File: src/rtl/bus_arbiter_pkg.sv
// Shared types and constants for the snooping-bus arbiter.
package bus_arbiter_pkg;

  localparam int NUM_CACHES = 3;

  localparam logic [1:0] CACHE0 = 2'b00;
  localparam logic [1:0] CACHE1 = 2'b01;
  localparam logic [1:0] CACHE2 = 2'b10;

  typedef enum logic [2:0] {
    S_IDLE  = 3'd0,
    S_ADDR  = 3'd1,
    S_SNOOP = 3'd2,
    S_WB    = 3'd3,
    S_DONE  = 3'd4
  } state_t;

  // Cache ID that follows id in round-robin order (2 wraps to 0).
  function automatic logic [1:0] next_id(input logic [1:0] id);
    return (id == CACHE2) ? CACHE0 : id + 2'd1;
  endfunction

  // Isolate the lowest set bit of a cache vector (0 if none set).
  function automatic logic [NUM_CACHES-1:0] low_bit(input logic [NUM_CACHES-1:0] v);
    return v & (~v + 3'd1);
  endfunction

endpackage

File: src/rtl/bus_arbiter_if.sv
// Handshake and strobe bundle between the arbiter and the three caches.
interface bus_arbiter_if;
  import bus_arbiter_pkg::*;

  logic [NUM_CACHES-1:0] req;
  logic [NUM_CACHES-1:0] msg_valid;
  logic [NUM_CACHES-1:0] wb_req;
  logic [NUM_CACHES-1:0] grant;
  logic                  snoop_en;
  logic [NUM_CACHES-1:0] wb_grant;
  logic                  busy;
  logic                  abort;

  // Arbiter side.
  modport master (
    input  req, msg_valid, wb_req,
    output grant, snoop_en, wb_grant, busy, abort
  );

  // Cache side.
  modport slave (
    output req, msg_valid, wb_req,
    input  grant, snoop_en, wb_grant, busy, abort
  );

endinterface

File: src/rtl/bus_arbiter_rr_pick.sv
// Combinational round-robin priority encoder over the three cache requests.
module rr_pick
  import bus_arbiter_pkg::*;
(
  input  logic [NUM_CACHES-1:0] req,
  input  logic [1:0]            ptr,
  output logic [NUM_CACHES-1:0] win,
  output logic [1:0]            win_idx
);

  // Scan from ptr upward with wrap; first requester found wins.
  always_comb begin
    logic [1:0] idx;
    logic       found;
    win     = '0;
    win_idx = CACHE0;
    found   = 1'b0;
    idx     = (ptr > CACHE2) ? CACHE0 : ptr;
    for (int i = 0; i < NUM_CACHES; i++) begin
      if (!found && req[idx]) begin
        found      = 1'b1;
        win[idx]   = 1'b1;
        win_idx    = idx;
      end
      idx = next_id(idx);
    end
  end

endmodule

File: src/rtl/bus_arbiter.sv
// Snooping-bus arbiter: round-robin grant, then ADDR -> SNOOP -> (WB) -> DONE.
module bus_arbiter
  import bus_arbiter_pkg::*;
#(
  parameter int SNOOP_CYCLES = 2,
  parameter int TIMEOUT      = 8
) (
  input  logic          clock,
  input  logic          reset,
  bus_arbiter_if.master bus
);

  state_t                state, state_n;
  logic [1:0]            ptr, ptr_n;
  logic [1:0]            owner, owner_n;
  logic [3:0]            cnt, cnt_n;
  logic [NUM_CACHES-1:0] wb_pend, wb_pend_n;
  logic [NUM_CACHES-1:0] grant_q, grant_n;
  logic [NUM_CACHES-1:0] wb_grant_q, wb_grant_n;
  logic                  snoop_q, snoop_n;
  logic                  busy_q, busy_n;
  logic                  abort_q, abort_n;

  logic [NUM_CACHES-1:0] win;
  logic [1:0]            win_idx;
  logic [NUM_CACHES-1:0] pend_acc;
  logic [NUM_CACHES-1:0] pend_sel;
  logic [NUM_CACHES-1:0] wb_sel;

  rr_pick u_pick (
    .req     (bus.req),
    .ptr     (ptr),
    .win     (win),
    .win_idx (win_idx)
  );

  // Non-owner write-back requests folded into the pending set; the owner's
  // own bit is masked since it is the one driving the bus.
  assign pend_acc = wb_pend | (bus.wb_req & ~grant_q);
  assign pend_sel = low_bit(pend_acc);
  assign wb_sel   = low_bit(wb_pend);

  // Next-state and next-output logic; every output is computed here and
  // registered below so the caches see glitch-free strobes.
  always_comb begin
    state_n    = state;
    ptr_n      = ptr;
    owner_n    = owner;
    cnt_n      = cnt;
    wb_pend_n  = wb_pend;
    grant_n    = grant_q;
    wb_grant_n = '0;
    snoop_n    = 1'b0;
    abort_n    = 1'b0;
    unique case (state)
      S_IDLE: begin
        grant_n = '0;
        if (|bus.req) begin
          state_n = S_ADDR;
          grant_n = win;
          owner_n = win_idx;
          cnt_n   = '0;
        end
      end
      S_ADDR: begin
        if (bus.msg_valid[owner]) begin
          state_n = S_SNOOP;
          cnt_n   = '0;
          snoop_n = 1'b1;
        end else if (cnt == 4'(TIMEOUT - 1)) begin
          // Owner never produced its message: drop it, move the pointer on.
          state_n = S_IDLE;
          grant_n = '0;
          cnt_n   = '0;
          abort_n = 1'b1;
          ptr_n   = next_id(owner);
        end else begin
          cnt_n = cnt + 4'd1;
        end
      end
      S_SNOOP: begin
        wb_pend_n = pend_acc;
        if (cnt == 4'(SNOOP_CYCLES - 1)) begin
          cnt_n = '0;
          if (|pend_acc) begin
            // First write-back strobe issues on the cycle WB is entered.
            state_n    = S_WB;
            wb_grant_n = pend_sel;
            wb_pend_n  = pend_acc & ~pend_sel;
          end else begin
            state_n = S_DONE;
            grant_n = '0;
          end
        end else begin
          cnt_n   = cnt + 4'd1;
          snoop_n = 1'b1;
        end
      end
      S_WB: begin
        if (|wb_pend) begin
          wb_grant_n = wb_sel;
          wb_pend_n  = wb_pend & ~wb_sel;
        end else begin
          state_n = S_DONE;
          grant_n = '0;
        end
      end
      S_DONE: begin
        state_n = S_IDLE;
        ptr_n   = next_id(owner);
      end
      default: begin
        state_n = S_IDLE;
        grant_n = '0;
      end
    endcase
    busy_n = (state_n != S_IDLE);
  end

  // State and output registers; reset drops any in-flight transaction.
  always_ff @(posedge clock) begin
    if (reset) begin
      state      <= S_IDLE;
      ptr        <= CACHE0;
      owner      <= CACHE0;
      cnt        <= '0;
      wb_pend    <= '0;
      grant_q    <= '0;
      wb_grant_q <= '0;
      snoop_q    <= 1'b0;
      busy_q     <= 1'b0;
      abort_q    <= 1'b0;
    end else begin
      state      <= state_n;
      ptr        <= ptr_n;
      owner      <= owner_n;
      cnt        <= cnt_n;
      wb_pend    <= wb_pend_n;
      grant_q    <= grant_n;
      wb_grant_q <= wb_grant_n;
      snoop_q    <= snoop_n;
      busy_q     <= busy_n;
      abort_q    <= abort_n;
    end
  end

  assign bus.grant    = grant_q;
  assign bus.wb_grant = wb_grant_q;
  assign bus.snoop_en = snoop_q;
  assign bus.busy     = busy_q;
  assign bus.abort    = abort_q;

endmodule

File: src/flat_wrapper.sv
// flat-port wrapper written by rule: the top's interface ports become plain ports
module bus_arbiter_flat import bus_arbiter_pkg::*;
#(
  parameter int SNOOP_CYCLES = 2,
  parameter int TIMEOUT      = 8
)
  (clock, reset, bus_req, bus_msg_valid, bus_wb_req, bus_grant, bus_snoop_en, bus_wb_grant, bus_busy, bus_abort);
  bus_arbiter_if bus_i ();
  input  logic clock;
  input  logic reset;
  input wire logic [$bits(bus_i.req)-1:0] bus_req;
  input wire logic [$bits(bus_i.msg_valid)-1:0] bus_msg_valid;
  input wire logic [$bits(bus_i.wb_req)-1:0] bus_wb_req;
  output wire logic [$bits(bus_i.grant)-1:0] bus_grant;
  output wire logic [$bits(bus_i.snoop_en)-1:0] bus_snoop_en;
  output wire logic [$bits(bus_i.wb_grant)-1:0] bus_wb_grant;
  output wire logic [$bits(bus_i.busy)-1:0] bus_busy;
  output wire logic [$bits(bus_i.abort)-1:0] bus_abort;
  assign bus_i.req = bus_req;
  assign bus_i.msg_valid = bus_msg_valid;
  assign bus_i.wb_req = bus_wb_req;
  assign bus_grant = bus_i.grant;
  assign bus_snoop_en = bus_i.snoop_en;
  assign bus_wb_grant = bus_i.wb_grant;
  assign bus_busy = bus_i.busy;
  assign bus_abort = bus_i.abort;
  bus_arbiter #(.SNOOP_CYCLES(SNOOP_CYCLES), .TIMEOUT(TIMEOUT)) u_core (.clock(clock), .reset(reset), .bus(bus_i));
endmodule
File: config.mk
export PLATFORM = sky130hd
export DESIGN_NAME = bus_arbiter_flat
export DESIGN_NICKNAME = d
export VERILOG_FILES = /design/src/rtl/bus_arbiter_pkg.sv /design/src/rtl/bus_arbiter_if.sv /design/src/rtl/bus_arbiter_rr_pick.sv /design/src/rtl/bus_arbiter.sv /design/src/flat_wrapper.sv
export SDC_FILE = /design/constraint.sdc
export NUM_CORES = 1
export LEC_CHECK = 0
export CORE_ASPECT_RATIO = 0.6
export CORE_MARGIN = 2
export CORE_UTILIZATION = 30
export DETAILED_ROUTE_END_ITERATION = 12
export HOLD_SLACK_MARGIN = 0.03
export PLACE_DENSITY = 0.48
export SYNTH_ARGS = -nofsm -noshare
export SYNTH_HDL_FRONTEND = slang
export SYNTH_SLANG_ARGS = --single-unit
File: constraint.sdc
create_clock -name clock -period 5.38 [get_ports clock]
set_input_delay 0.538 -clock clock [delete_from_list [all_inputs] [get_ports clock]]
set_output_delay 0.538 -clock clock [all_outputs]
set_load 0.05 [all_outputs]
==> metrics <==
total track usage 14.6%; synthesis-stage register bit count 23; sequential share of power 45.4%; total CTS buffers 3; clock sink count 23; Top-Level Pins 20; Worst Skew 0.00498 ns; drt drc 0; Rel. slew slack 47.2%; hpwl dp 2.98 mm; multi-input logic area about 940 um2; Synthesized Nets ~200; ys async rst share 0%; Worst Tran Pin Value 0.789 ns; clock tree buffer depth 2; Combinational Power Share between 30% and 40%; layout filler cell count 498; Cell Pwr Density 249 nW/um2; crit end category register; Final Hold Fails 0; register area 460 um2; via count 1422; number of setup buffers added after CTS 0; Die ar. 5620 um2; Max IR drop VDD 0.000148 V; mapped cell area 1510 um2; root buffer cell clkbuf_8; core area roughly 4700 um2; synth top area cells dfxtp_1 31%, a21oi_1 5.3%, ha_1 5.0%; maxcap violations 0; count of final setup violators 0; Crit Path Class in -> reg; CP Max Fanout 22; most frequent cell after synthesis dfxtp_1; Initial DRC Count 54; Die H around 59 um; Via density 5.49; CP startpoint kind input port; Reg clk slew, reported paths 0.08 ns; share of the synthesized area in the top cell type 30.6%; sw power 0.153 mW; met3 WL post-DR approximately 360 um; vias in the first global route 1219; reg2reg setup slack between 3 and 4 ns; yosys warns 0; fraction of layout instances using a drive strength above 1 9.18%; post-DR wirelength/cell 14.9 um; Cells after Synth 182; Initial Util 32.0%; average size of a mapped cell 8.28 um2; P_int 0.287 mW; largest net degree at the start of global routing 23; Critical Path AT 2.54 ns; uppermost layer routed met4; Detail Route met2 WL 1.41 mm; Fmax achieved 0.425 GHz; WP data required 5.57 ns; fin util 37.5%; most common library cells after synthesis 23 x dfxtp_1, 16 x a21oi_1, 16 x nor2_1; area leader, netlist dfxtp_1; TNS Setup 0 ns; Antenna Violating Nets Remaining 0; status complete, no violations; Final min period 2.35 ns; Final Max Slew Viols 0; total global routing overflow 0; worst-skew pair later-pin latency ~0.27 ns; Pre-Repair DR Iteration Count 4; Post-CTS Resized 0; Lkg Pwr 0.629 nW; CTS tree done; Switching Share a little over a third; Main synth FF type dfxtp_1; Tcrit/Tclk final 43.7%; final WL 3.85 mm; H-tree depth 1; Post-CTS Hold Buffers 0; Port Buf Inserts 19; Clock power frac between 20% and 30%; first-pass GRT wire length 6.18 mm; DRT met1 WL 2.03 mm; Rows 19; worst hold-check path type reg -> reg; EDFF count, synth 0; area growth from synthesis to layout 17.3%; Seq/Total Area, Yosys 30.6%; GP Congestion 0.804; count of different cell masters after synthesis 53; unrepaired setup endpoints after global routing false; nets@finish 214; initial antenna violation count 0; Die W approximately 95 um; Antenna Cells 0
==> area by class of cell <==
type | count | area share [%]
multi-input cells | 137 | 53.4
flip-flops and latches | 23 | 26.1
repair buffers | 19 | 10.8
well taps | 63 | 4.46
inverters | 13 | 2.76
clock buffers | 4 | 2.55
==> logic make-up (layout without fill, tap and decap cells) <==
kind of cell               Yosys count  count (layout)  share of synthesized area [%]
adders and majority gates            6               6                           4.98
DFF                                 23              23                           30.6
muxes                                6               6                           4.07
buffers and inverters               22              36                           6.81
AOI/OAI and AO/OA                   57              57                           26.6
and+or+nand+nor                     68              68                           27.0
==> layout by cell type (no fill, tap or decap), drive strengths merged, types with 4 or more instances in the layout <==
cell,count
a211oi,6
a21oi,16
a31oi,4
clkbuf,4
clkdlybuf4s50,19
dfxtp,23
ha,6
inv,13
mux2i,5
nand2,12
nand2b,6
nand3,4
nor2,16
nor3,6
o211ai,4
o21ai,10
==> flip-flops by register name (all words and copies together) (netlist names) <==
register / cells
u_core.bus.abort: 1
u_core.bus.busy: 1
u_core.bus.grant: 3
u_core.bus.snoop_en: 1
u_core.bus.wb_grant: 3
u_core.cnt: 4
u_core.owner: 2
u_core.ptr: 2
u_core.state: 3
u_core.wb_pend: 3
==> per-stage QoR <==
stage / total power, mW / std cells / hold WS, ns / setup WS [ns] / cell area (um2)
2_1_floorplan: 0.296 / 182 / 0.470 / 3.46 / 1510
5_1_grt: 0.466 / 259 / 0.552 / 2.93 / 1770
3_3_place_gp: 0.332 / 255 / 0.503 / 2.80 / 1720
3_5_place_dp: 0.335 / 255 / 0.510 / 2.76 / 1720
6_report: 0.439 / 259 / 0.521 / 3.03 / 1770
4_1_cts: 0.443 / 259 / 0.525 / 3.02 / 1770
==> power by group through the flow <==
stage                     sequential, mW  clock (mW)  combinational, mW
after floorplan                    0.210           0             0.0866
after global placement             0.203           0              0.129
after detailed placement           0.203           0              0.132
after CTS                          0.199       0.111              0.133
after global routing               0.202       0.118              0.146
final                              0.199       0.107              0.133
==> routing by layer <==
| layer | GRT usage [%] | up-vias |
|---|---|---|
| met5 | 0 | - |
| met4 | 3.67 | 0 |
| met3 | 4.35 | 7 |
| met2 | 19.6 | 66 |
| met1 | 22.3 | 648 |
| li1 | - | 701 |
==> final timing paths <==
check	end	cells after the start	from
worst max-delay path	u_core.bus.busy	5	reset
worst min-delay path	u_core.bus.grant[2]	2	u_core.bus.grant[2]
worst max register to register	u_core.bus.busy	6	u_core.cnt[0]
worst min register to register	u_core.bus.grant[2]	2	u_core.bus.grant[2]
==> critical path: stages <==
cell	delay, ns
clkdlybuf4s50_1	0.81
or2_2	0.53
or2_2	0.28
o32a_2	0.20
a31oi_1	0.18
Note: power is estimated with default switching activity, not from simulation.
